File: src/rtl/axis_skid_slice.sv
// ---------------------------------------------------------------------------
// axis_skid_slice
//
// AXI-Stream register slice with a two-entry skid buffer. Sustains one beat
// per clock and absorbs one extra beat when downstream stalls, so s_ready can
// be a plain flop with no combinational path from m_ready. Also counts
// delivered packets and can optionally throttle s_ready for flow-control
// testing.
//
// Ports
//   i_clk       clock, all logic on the rising edge
//   i_rst       synchronous active-high reset
//   i_s_data    upstream beat data            [DATA_WIDTH]
//   i_s_valid   upstream beat valid
//   o_s_ready   slice can accept (flop)
//   i_s_last    upstream end-of-packet
//   o_m_data    downstream beat data (flop)   [DATA_WIDTH]
//   o_m_valid   downstream beat valid
//   i_m_ready   downstream accept
//   o_m_last    downstream end-of-packet
//   o_level     beats held: 0, 1 or 2
//   o_pkt_cnt   beats delivered with last=1, wrapping   [CNT_WIDTH]
//
// Build option
//   AXIS_SLICE_THROTTLE_EN  when defined, a cycle counter allows s_ready for
//                           READY_ON cycles then forces it low for READY_OFF
//                           cycles, repeating from reset release.
//
// States
//   state    | meaning
//   ---------+------------------------------------------
//   ST_EMPTY | nothing held, m_valid low
//   ST_ONE   | output register full, skid register empty
//   ST_TWO   | output and skid full, s_ready low
// ---------------------------------------------------------------------------
module axis_skid_slice #(
  parameter int DATA_WIDTH = 8,
  parameter int CNT_WIDTH  = 16,
  parameter int READY_ON   = 3,
  parameter int READY_OFF  = 2
) (
  input  logic                  i_clk,
  input  logic                  i_rst,
  input  logic [DATA_WIDTH-1:0] i_s_data,
  input  logic                  i_s_valid,
  output logic                  o_s_ready,
  input  logic                  i_s_last,
  output logic [DATA_WIDTH-1:0] o_m_data,
  output logic                  o_m_valid,
  input  logic                  i_m_ready,
  output logic                  o_m_last,
  output logic [1:0]            o_level,
  output logic [CNT_WIDTH-1:0]  o_pkt_cnt
);

  if (DATA_WIDTH < 1 || CNT_WIDTH < 1 || READY_ON < 1 || READY_OFF < 0) begin : g_cfg_check
    $error("axis_skid_slice: illegal parameter combination");
  end

  // Encoding equals the number of beats held, so o_level is the state itself.
  typedef enum logic [1:0] {
    ST_EMPTY = 2'd0,
    ST_ONE   = 2'd1,
    ST_TWO   = 2'd2
  } state_t;

  state_t                r_state;
  state_t                w_state_nxt;

  logic                  r_s_ready;
  logic [DATA_WIDTH-1:0] r_m_data;
  logic                  r_m_last;
  logic [DATA_WIDTH-1:0] r_skid_data;
  logic                  r_skid_last;
  logic [CNT_WIDTH-1:0]  r_pkt_cnt;

  logic                  w_s_acc;
  logic                  w_m_acc;
  logic                  w_m_valid;
  logic                  w_out_load;
  logic                  w_out_from_skid;
  logic                  w_skid_load;
  logic                  w_thr_open;

  assign w_m_valid = (r_state != ST_EMPTY);
  assign w_s_acc   = i_s_valid && r_s_ready;
  assign w_m_acc   = w_m_valid && i_m_ready;

  // -------------------------------------------------------------------------
  // FSM: state register
  // -------------------------------------------------------------------------
  always_ff @(posedge i_clk) begin
    if (i_rst) begin
      r_state <= ST_EMPTY;
    end else begin
      r_state <= w_state_nxt;
    end
  end

  // -------------------------------------------------------------------------
  // FSM: next state
  // -------------------------------------------------------------------------
  always_comb begin
    w_state_nxt = r_state;
    case (r_state)
      ST_EMPTY: begin
        if (w_s_acc) w_state_nxt = ST_ONE;
      end
      ST_ONE: begin
        if (w_m_acc && !w_s_acc)      w_state_nxt = ST_EMPTY;
        else if (w_s_acc && !w_m_acc) w_state_nxt = ST_TWO;
      end
      ST_TWO: begin
        if (w_m_acc) w_state_nxt = ST_ONE;
      end
      default: w_state_nxt = ST_EMPTY;
    endcase
  end

  // -------------------------------------------------------------------------
  // FSM: datapath controls
  // -------------------------------------------------------------------------
  always_comb begin
    w_out_load      = 1'b0;
    w_out_from_skid = 1'b0;
    w_skid_load     = 1'b0;
    case (r_state)
      ST_EMPTY: begin
        w_out_load = w_s_acc;
      end
      ST_ONE: begin
        // Output drains while a new beat arrives: new beat goes straight to
        // the output register. Output stalled: new beat parks in the skid.
        w_out_load  = w_s_acc && w_m_acc;
        w_skid_load = w_s_acc && !w_m_acc;
      end
      ST_TWO: begin
        w_out_load      = w_m_acc;
        w_out_from_skid = 1'b1;
      end
      default: begin
        w_out_load = 1'b0;
      end
    endcase
  end

  always_ff @(posedge i_clk) begin
    if (i_rst) begin
      r_m_data    <= '0;
      r_m_last    <= 1'b0;
      r_skid_data <= '0;
      r_skid_last <= 1'b0;
    end else begin
      if (w_out_load) begin
        r_m_data <= w_out_from_skid ? r_skid_data : i_s_data;
        r_m_last <= w_out_from_skid ? r_skid_last : i_s_last;
      end
      if (w_skid_load) begin
        r_skid_data <= i_s_data;
        r_skid_last <= i_s_last;
      end
    end
  end

  // s_ready is registered from the next state, so it falls the cycle after
  // the skid fills and never looks at m_ready or s_valid combinationally.
  always_ff @(posedge i_clk) begin
    if (i_rst) begin
      r_s_ready <= 1'b0;
    end else begin
      r_s_ready <= (w_state_nxt != ST_TWO) && w_thr_open;
    end
  end

  always_ff @(posedge i_clk) begin
    if (i_rst) begin
      r_pkt_cnt <= '0;
    end else if (w_m_acc && r_m_last) begin
      r_pkt_cnt <= r_pkt_cnt + CNT_WIDTH'(1);
    end
  end

  // -------------------------------------------------------------------------
  // Ready throttle
  // -------------------------------------------------------------------------
`ifdef AXIS_SLICE_THROTTLE_EN
  localparam int THR_PERIOD = READY_ON + READY_OFF;
  localparam int THR_W      = (THR_PERIOD > 1) ? $clog2(THR_PERIOD) : 1;

  // Phase of the cycle whose s_ready is being computed at this edge; phase 0
  // is the first cycle after reset release.
  logic [THR_W-1:0] r_thr_cnt;

  always_ff @(posedge i_clk) begin
    if (i_rst) begin
      r_thr_cnt <= '0;
    end else if (r_thr_cnt == THR_W'(THR_PERIOD - 1)) begin
      r_thr_cnt <= '0;
    end else begin
      r_thr_cnt <= r_thr_cnt + THR_W'(1);
    end
  end

  // With no off-phase the compare constant would not fit the counter, so the
  // gate is simply held open.
  if (READY_OFF == 0) begin : g_thr_always
    assign w_thr_open = 1'b1;
  end else begin : g_thr_gate
    assign w_thr_open = (r_thr_cnt < THR_W'(READY_ON));
  end
`else
  assign w_thr_open = 1'b1;
`endif

  assign o_s_ready = r_s_ready;
  assign o_m_data  = r_m_data;
  assign o_m_last  = r_m_last;
  assign o_m_valid = w_m_valid;
  assign o_level   = r_state;
  assign o_pkt_cnt = r_pkt_cnt;

endmodule
File: config.mk
export PLATFORM = sky130hd
export DESIGN_NAME = axis_skid_slice
export DESIGN_NICKNAME = d
export VERILOG_FILES = /design/src/rtl/axis_skid_slice.sv
export SDC_FILE = /design/constraint.sdc
export NUM_CORES = 1
export LEC_CHECK = 0
export BUFFER_PORTS_ARGS = -buffer_cell sky130_fd_sc_hd__buf_4
export CORE_MARGIN = 10
export CORE_UTILIZATION = 25
export CTS_CLUSTER_DIAMETER = 150
export CTS_CLUSTER_SIZE = 12
export DETAILED_ROUTE_END_ITERATION = 6
export GPL_TIMING_DRIVEN = 0
export PLACE_DENSITY = 0.5
export SLEW_MARGIN = 15
export SYNTH_ARGS = -nofsm -noshare
export SYNTH_HDL_FRONTEND = slang
export SYNTH_SLANG_ARGS = --single-unit
File: constraint.sdc
create_clock -name i_clk -period 2.3 [get_ports i_clk]
set_clock_uncertainty 0.1 [all_clocks]
set_input_delay 0.345 -clock i_clk [delete_from_list [all_inputs] [get_ports i_clk]]
set_output_delay 0.345 -clock i_clk [all_outputs]
set_load 0.005 [all_outputs]
==> results of run 1 <==
cells in the final DEF (no fill, tap or decap), drive strengths merged, types with 4 or more instances in the layout:
master  netlist  final
buf           6     47
dfxtp        37     37
nor2         34     34
mux2i        18     18
a211oi        9      9
clkbuf        4      9
xnor2         7      7
nand2         7      7
a21oi         7      7
nor3          6      6
nand4         5      5
nand3         4      4
inv           4      4
worst max-delay path by stage:
stage | from | endpoint | slack, ns
CTS | o_level[0] | o_m_data[6] | 0.35
detailed placement | i_s_valid | o_m_data[6] | 0.33
floorplan | o_pkt_cnt[0] | o_pkt_cnt[14] | 0.51
finish | o_pkt_cnt[0] | o_pkt_cnt[14] | 0.38
global placement | i_s_valid | o_m_data[6] | 0.32
global route | o_level[0] | o_m_data[6] | 0.21
metal layers:
layer | wire length (um) | vias up
li1 | - | 711
met1 | 1851 | 625
met2 | 1815 | 29
met3 | 331 | 8
met4 | 64 | 0
met5 | 0 | -
state kept, by name, summed over array words and instances (netlist names):
name and cells:
o_pkt_cnt 16, o_m_data 8, r_skid_data 8, o_level 2, o_m_last 1, o_s_ready 1, r_skid_last 1
critical path, stage by stage, from the launching register on:
cell and delay (ns):
dfxtp_1 0.41, ha_1 0.21, nand2_1 0.13, or4_4 0.55
or3_1 0.32, a21oi_1 0.14
final cells by class:
class / count / share of cell area, %
Sequential cell: 37 / 34.24
Clock inverter: 3 / 3.008
Inverter: 4 / 0.6940
Timing Repair Buffer: 41 / 14.23
Clock buffer: 5 / 3.181
Multi-Input combinational cell: 124 / 38.11
Buffer: 10 / 2.082
Tap cell: 77 / 4.453
report_power, final:
part / switching (W) / internal [W]
combinational: 0.0000620 / 0.0000639
clock: 0.000247 / 0.000431
sequential: 0.0000122 / 0.000660
total: 0.000322 / 0.00116
metrics by stage:
stage	utilization (%)	power [W]	hold WS, ns	setup slack (ns)	cell area (um2)
detailed placement	31.96	0.0008174	0.3864	0.3339	2029
global route	34.07	0.001547	0.1988	0.2082	2163
finish	34.07	0.001477	0.1915	0.3764	2163
global placement	31.96	0.0008172	0.3723	0.3200	2029
floorplan	-	0.0007474	0.3596	0.5102	1625
CTS	34.07	0.001502	0.1840	0.3548	2163
cells by family after synthesis:
| family | synth area share (%) |
|---|---|
| simple gates | 22.09 |
| flops | 45.57 |
| compound gates | 11.39 |
| mux | 11.09 |
| buf+inv | 3.695 |
| xor+xnor | 5.389 |
| fa+ha+maj | 0.7697 |
==> impl_metrics.csv, run 1 <==
group,metric,value,unit
grt,grt_pass1_vias,1356,
grt,busiest_layer,"met2",
cells_and_area,multi_input_area,824.5,um2
yosys,yosysUniqueCellTypes,34,
cells_and_area,antenna_cells,0,
detailed_routing,dr_total_vias,1373,
hold_path,worstHoldStart,"i_s_data[0]",
yosys,synth_edf_count,0,
yosys,ys.flop_type,"dfxtp_1",
grt,grt_use_met3,3.841,%
grt,grtUsageTotal,8.224,%
cells_and_area,num-fill-cells,676,
cts,clock-root-buffer,"clkbuf_8",
cells_and_area,seqCellArea,740.7,um2
critical_path,timing_worst_setup_path_type,"reg2reg",
floorplanning,die_w,100.6,um
detailed_routing,routed_via_density,4.561,
outcome,run_status,"complete, no violations",
critical_path,crit_path_end_kind,"flip-flop",
critical_path,critPathRequiredTime,2.42,ns
grt,grt_max_degree,13,
grt,grt-ovfl-total,0,
detailed_routing,drc_errors,0,
critical_path,crit_arrival,2.04,ns
timing,maxSlewViolCount,0,
timing,maxSlewHeadroom,52.08,%
cts,clock_latency,0.29,ns
grt,grtUsageMet1,9.587,%
hold_path,min_to,"r_skid_data[0]",
flow_run,maxCapViolations,0,
cells_and_area,layout-drive-gt1-share,28.13,%
yosys,netlist.area_leader.share,45.57,%
yosys,synth_most_common_cell,"dfxtp_1",
floorplanning,start_util,25.60,%
place,gp_congestion,0.7800,
critical_path,regToRegSetupSlack,0.38,ns
detailed_routing,firstDrtPassIters,4,
cells_and_area,area_growth,33.10,%
cts,hold_buffers,0,
yosys,yosys_warnings,0,
critical_path,r2r_start,"o_pkt_cnt[0]",
cts,clkSinkCount,37,
yosys,ys_top_cells_by_count,"dfxtp_1, nor2_1, mux2i_1",
cts,clkTransAtPathRegs,0.08,ns
floorplanning,io_pins,42,
timing,max_freq,519.9,MHz
yosys,synth-seq-cells,37,
grt,grt_pass1_wl,6624,um
yosys,synth.area.top_cells,"dfxtp_1, mux2i_1, nor2_1, a211oi_1, xnor2_1",
yosys,synth-seq-area-share,45.57,%
yosys,async_reset_ff_share,0,%
place,placement.io_buffers,41,
floorplanning,fp.dieH,100.6,um
timing,setup_viol,0,
critical_path,reg2reg_depth,5,
detailed_routing,finalWirelength,4062,um
timing,tightestPinTransition,0.7177,ns
critical_path,cp_max_fo,4,
cts,cts_buffers,5,
yosys,synth_area_leader_cell,"dfxtp_1",
power_and_ir_drop,power.leakage,0.9163,nW
power_and_ir_drop,power.density,682.7,nW/um2
cts,cts_tree,"done",
place,placedCellCount,293,
cts,cts_resized,0,
timing,period_needed,1.924,ns
critical_path,critPathLaunchType,"flip-flop",
floorplanning,core_area,6350,um2
grt,antenna_found_initial,0,
detailed_routing,post_drt_wl_per_cell,13.50,um
timing,setup_tns,0,ns
floorplanning,rows,29,
detailed_routing,ant_nets,0,
cells_and_area,stdcell_count,301,
hold_path,hp-class,"in2reg",
cts,htreeDepth,2,
timing,finalCritPeriodShare,83.63,%
cts,post_cts_buffers,0,
yosys,syn_area,1625,um2
floorplanning,fp.dieArea,10130,um2
power_and_ir_drop,irDropWorstVdd,0.3534,mV
grt,grt.met2_usage,12.58,%
timing,rsz0062_at_grt,"no",
critical_path,rr_endpoint,"o_pkt_cnt[14]",
yosys,synthCells,175,
detailed_routing,dr.first_iter.drc_count,28,
yosys,syn-num-nets,189,
yosys,syn_area_per_cell,9.287,um2
place,dp_hpwl,3024,um
timing,hold_violations,0,
cts,clockBufferDepth,2,
cells_and_area,final_nets,237,
hold_path,min_path_cells,3,
Power figures use the tool's default switching activity.
==> inputs of run 2 (changes only) <==
Settings changed: ABC_AREA set to 1, PLACE_DENSITY 0.5 to 0.51.
Clock period 2.3 ns to 1.65 ns, I/O delays scaled along.
==> run 2 against run 1 <==
Against the previous run: core utilization rose by 0.18 points; non-clock buffer count fell by 4; die area rose by 2.4%; worst hold slack got worse by 0.073 ns; sequential power rose by 39%; cell count rose by 23%; critical endpoint is now o_m_data[5].
==> impl_metrics.csv, run 2 <==
group,metric,value,unit
grt,grt_pass1_vias,1571,
cells_and_area,layout-drive-gt1-share,23.29,%
detailed_routing,firstDrtPassIters,4,
yosys,synth-seq-cells,37,
detailed_routing,ant_nets,0,
power_and_ir_drop,internal_power,0.001489,W
critical_path,crit_arrival,1.60,ns
critical_path,worstPathCellList,"inv_1, nand2_1, clkinv_1, nand2_1, nand2_1, o21ai_0, nor2_1",
cts,clock_latency,0.29,ns
critical_path,cpMostUsedCell,"nand2_1",
yosys,syn_area,1674,um2
place,placed_area,2071,um2
flow_run,maxCapViolations,0,
cts,htreeDepth,2,
yosys,synth_area_leader_cell,"dfxtp_1",
critical_path,cp_max_fo,9,
cts,hold_buffers,0,
place,gp_congestion,0.7697,
cts,cts_tree,"done",
power_and_ir_drop,netSwitchingFraction,22.63,%
yosys,yosysUniqueCellTypes,25,
yosys,synth_most_common_cell,"nor2_1",
detailed_routing,dr_total_vias,1605,
floorplanning,io_pins,42,
grt,grt_max_degree,12,
timing,max_freq,657.1,MHz
critical_path,worst_path_largest_cell_delay,0.39,ns
yosys,ys.flop_type,"dfxtp_1",
timing,maxSlewHeadroom,69.40,%
cells_and_area,area_growth,31.39,%
timing,period_needed,1.522,ns
critical_path,critPathLaunchType,"flip-flop",
timing,setup_tns,0,ns
power_and_ir_drop,sequentialPowerShare,48.5,%
cells_and_area,final_nets,305,
cells_and_area,final_common_cell,"nor2_1",
yosys,yosys_warnings,0,
timing,maxSlewViolCount,0,
timing,finalCritPeriodShare,92.24,%
timing,hold_violations,0,
detailed_routing,routed_via_density,4.350,
cts,post_cts_buffers,0,
floorplanning,fp.dieArea,10370,um2
grt,grtUsageTotal,8.742,%
detailed_routing,post_drt_wl_per_cell,12.05,um
detailed_routing,drc_errors,0,
power_and_ir_drop,p_clk_share,42.9,%
yosys,ys_top_cells_by_count,"nor2_1, nand2_1, dfxtp_1",
critical_path,timing_worst_setup_path_type,"reg2reg",
cts,cts_buffers,5,
critical_path,critPathRequiredTime,1.73,ns
yosys,netlist.area_leader.share,44.25,%
yosys,synth_edf_count,0,
detailed_routing,finalWirelength,4446,um
cells_and_area,final_cell_mix,"nor2_1, nand2_1, buf_4",
floorplanning,die_w,101.8,um
floorplanning,core_area,6422,um2
cts,clkTransAtPathRegs,0.08,ns
place,dp_hpwl,3370,um
yosys,syn-num-nets,258,
yosys,async_reset_ff_share,0,%
floorplanning,rows,29,
power_and_ir_drop,comb_power_share,8.6,%
grt,grt-ovfl-total,0,
power_and_ir_drop,irDropWorstVdd,0.3417,mV
cts,clockBufferDepth,2,
grt,antenna_found_initial,0,
cells_and_area,final_area,2200,um2
timing,tightestPinTransition,0.4591,ns
hold_path,hp-class,"in2reg",
power_and_ir_drop,power.leakage,0.9287,nW
place,placement.io_buffers,40,
critical_path,cpMaxStageDelayCell,"dfxtp_1",
outcome,run_status,"complete, no violations",
cts,clkSinkCount,37,
timing,setup_viol,0,
grt,grt_pass1_wl,7286,um
timing,rsz0062_at_grt,"no",
cells_and_area,largest_reg_flops,16,
power_and_ir_drop,power.density,874.8,nW/um2
detailed_routing,dr.first_iter.drc_count,28,
floorplanning,fp.dieH,101.8,um
critical_path,crit_path_end_kind,"flip-flop",
yosys,synth-seq-area-share,44.25,%
floorplanning,start_util,26.07,%
power_and_ir_drop,switching_power,0.0004355,W
yosys,syn_area_per_cell,6.861,um2
yosys,synthCells,244,
yosys,synth.area.top_cells,"dfxtp_1, nor2_1, nand2_1, o21ai_0, inv_1",
cells_and_area,antenna_cells,0,
cts,clock-root-buffer,"clkbuf_8",
[run 2: worst max-delay path, delay by kind of cell, from the launching register on]
kind            cells  cell delay [ns]
flops               1             0.39
buf+inv             2             0.36
simple gates        4             0.34
compound gates      1             0.23
[run 2: area by class of cell]
class	instances	area, um2
buffer	7	31.28
clock buffer	7	86.33
clock inverter	1	30.03
fill	709	4223
inverter	18	67.56
multi-input combinational	182	844.6
sequential	37	743.2
tap	77	96.34
timing repair buffer	40	300.3
[run 2: cells by family after synthesis]
logic type / share of synthesized area, %
adders and majority gates: 0.7473
AOI/OAI and AO/OA: 12.48
buffers and inverters: 5.903
and+or+nand+nor: 36.62
DFF: 44.25
[run 2: final timing paths]
path | to | slack [ns] | from | depth (start not counted)
worst min-delay path | r_skid_data[2] | 0.12 | i_s_data[2] | 3
worst max-delay path | o_m_data[5] | 0.13 | o_level[0] | 7
worst min register to register | o_pkt_cnt[0] | 0.38 | o_pkt_cnt[0] | 1
worst max register to register | o_m_data[5] | 0.13 | o_level[0] | 7
[run 2: power by group through the flow]
stage / combinational (W) / clock [W] / sequential, W
5_1_grt: 0.000188 / 0.000887 / 0.000937
2_1_floorplan: 0.0000824 / 0 / 0.000954
4_1_cts: 0.000169 / 0.000846 / 0.000933
3_5_place_dp: 0.000168 / 0 / 0.000954
6_report: 0.000165 / 0.000826 / 0.000933
3_3_place_gp: 0.000168 / 0 / 0.000953
[run 2: what timing repair did]
item | CTS | global route
setup endpoints to repair | 2 | 3
pin swaps | 0 | 0
resized for setup | 1 | 4
endpoints found under the hold margin | 0 | 0
[run 2: stage by stage]
stage,hold slack [ns],worst slack [ns],total power (W),util [%],instances
6_report,0.1181,0.1281,0.001924,34.25,369
5_1_grt,0.1239,0.02376,0.002012,34.25,369
4_1_cts,0.1123,0.02738,0.001948,34.09,369
3_5_place_dp,0.3721,-0.01595,0.001123,32.24,361
3_3_place_gp,0.3647,-0.01461,0.001121,32.24,361
2_1_floorplan,0.3116,0.2034,0.001037,-,244
[run 2: layer usage]
metal | GRT usage [%] | wire length [um] | vias up
li1 | - | - | 871
met3 | 3.914 | 311 | 8
met4 | 3.905 | 84 | 0
met1 | 10.17 | 2108 | 691
met2 | 13.62 | 1941 | 35
met5 | 0 | 0 | -
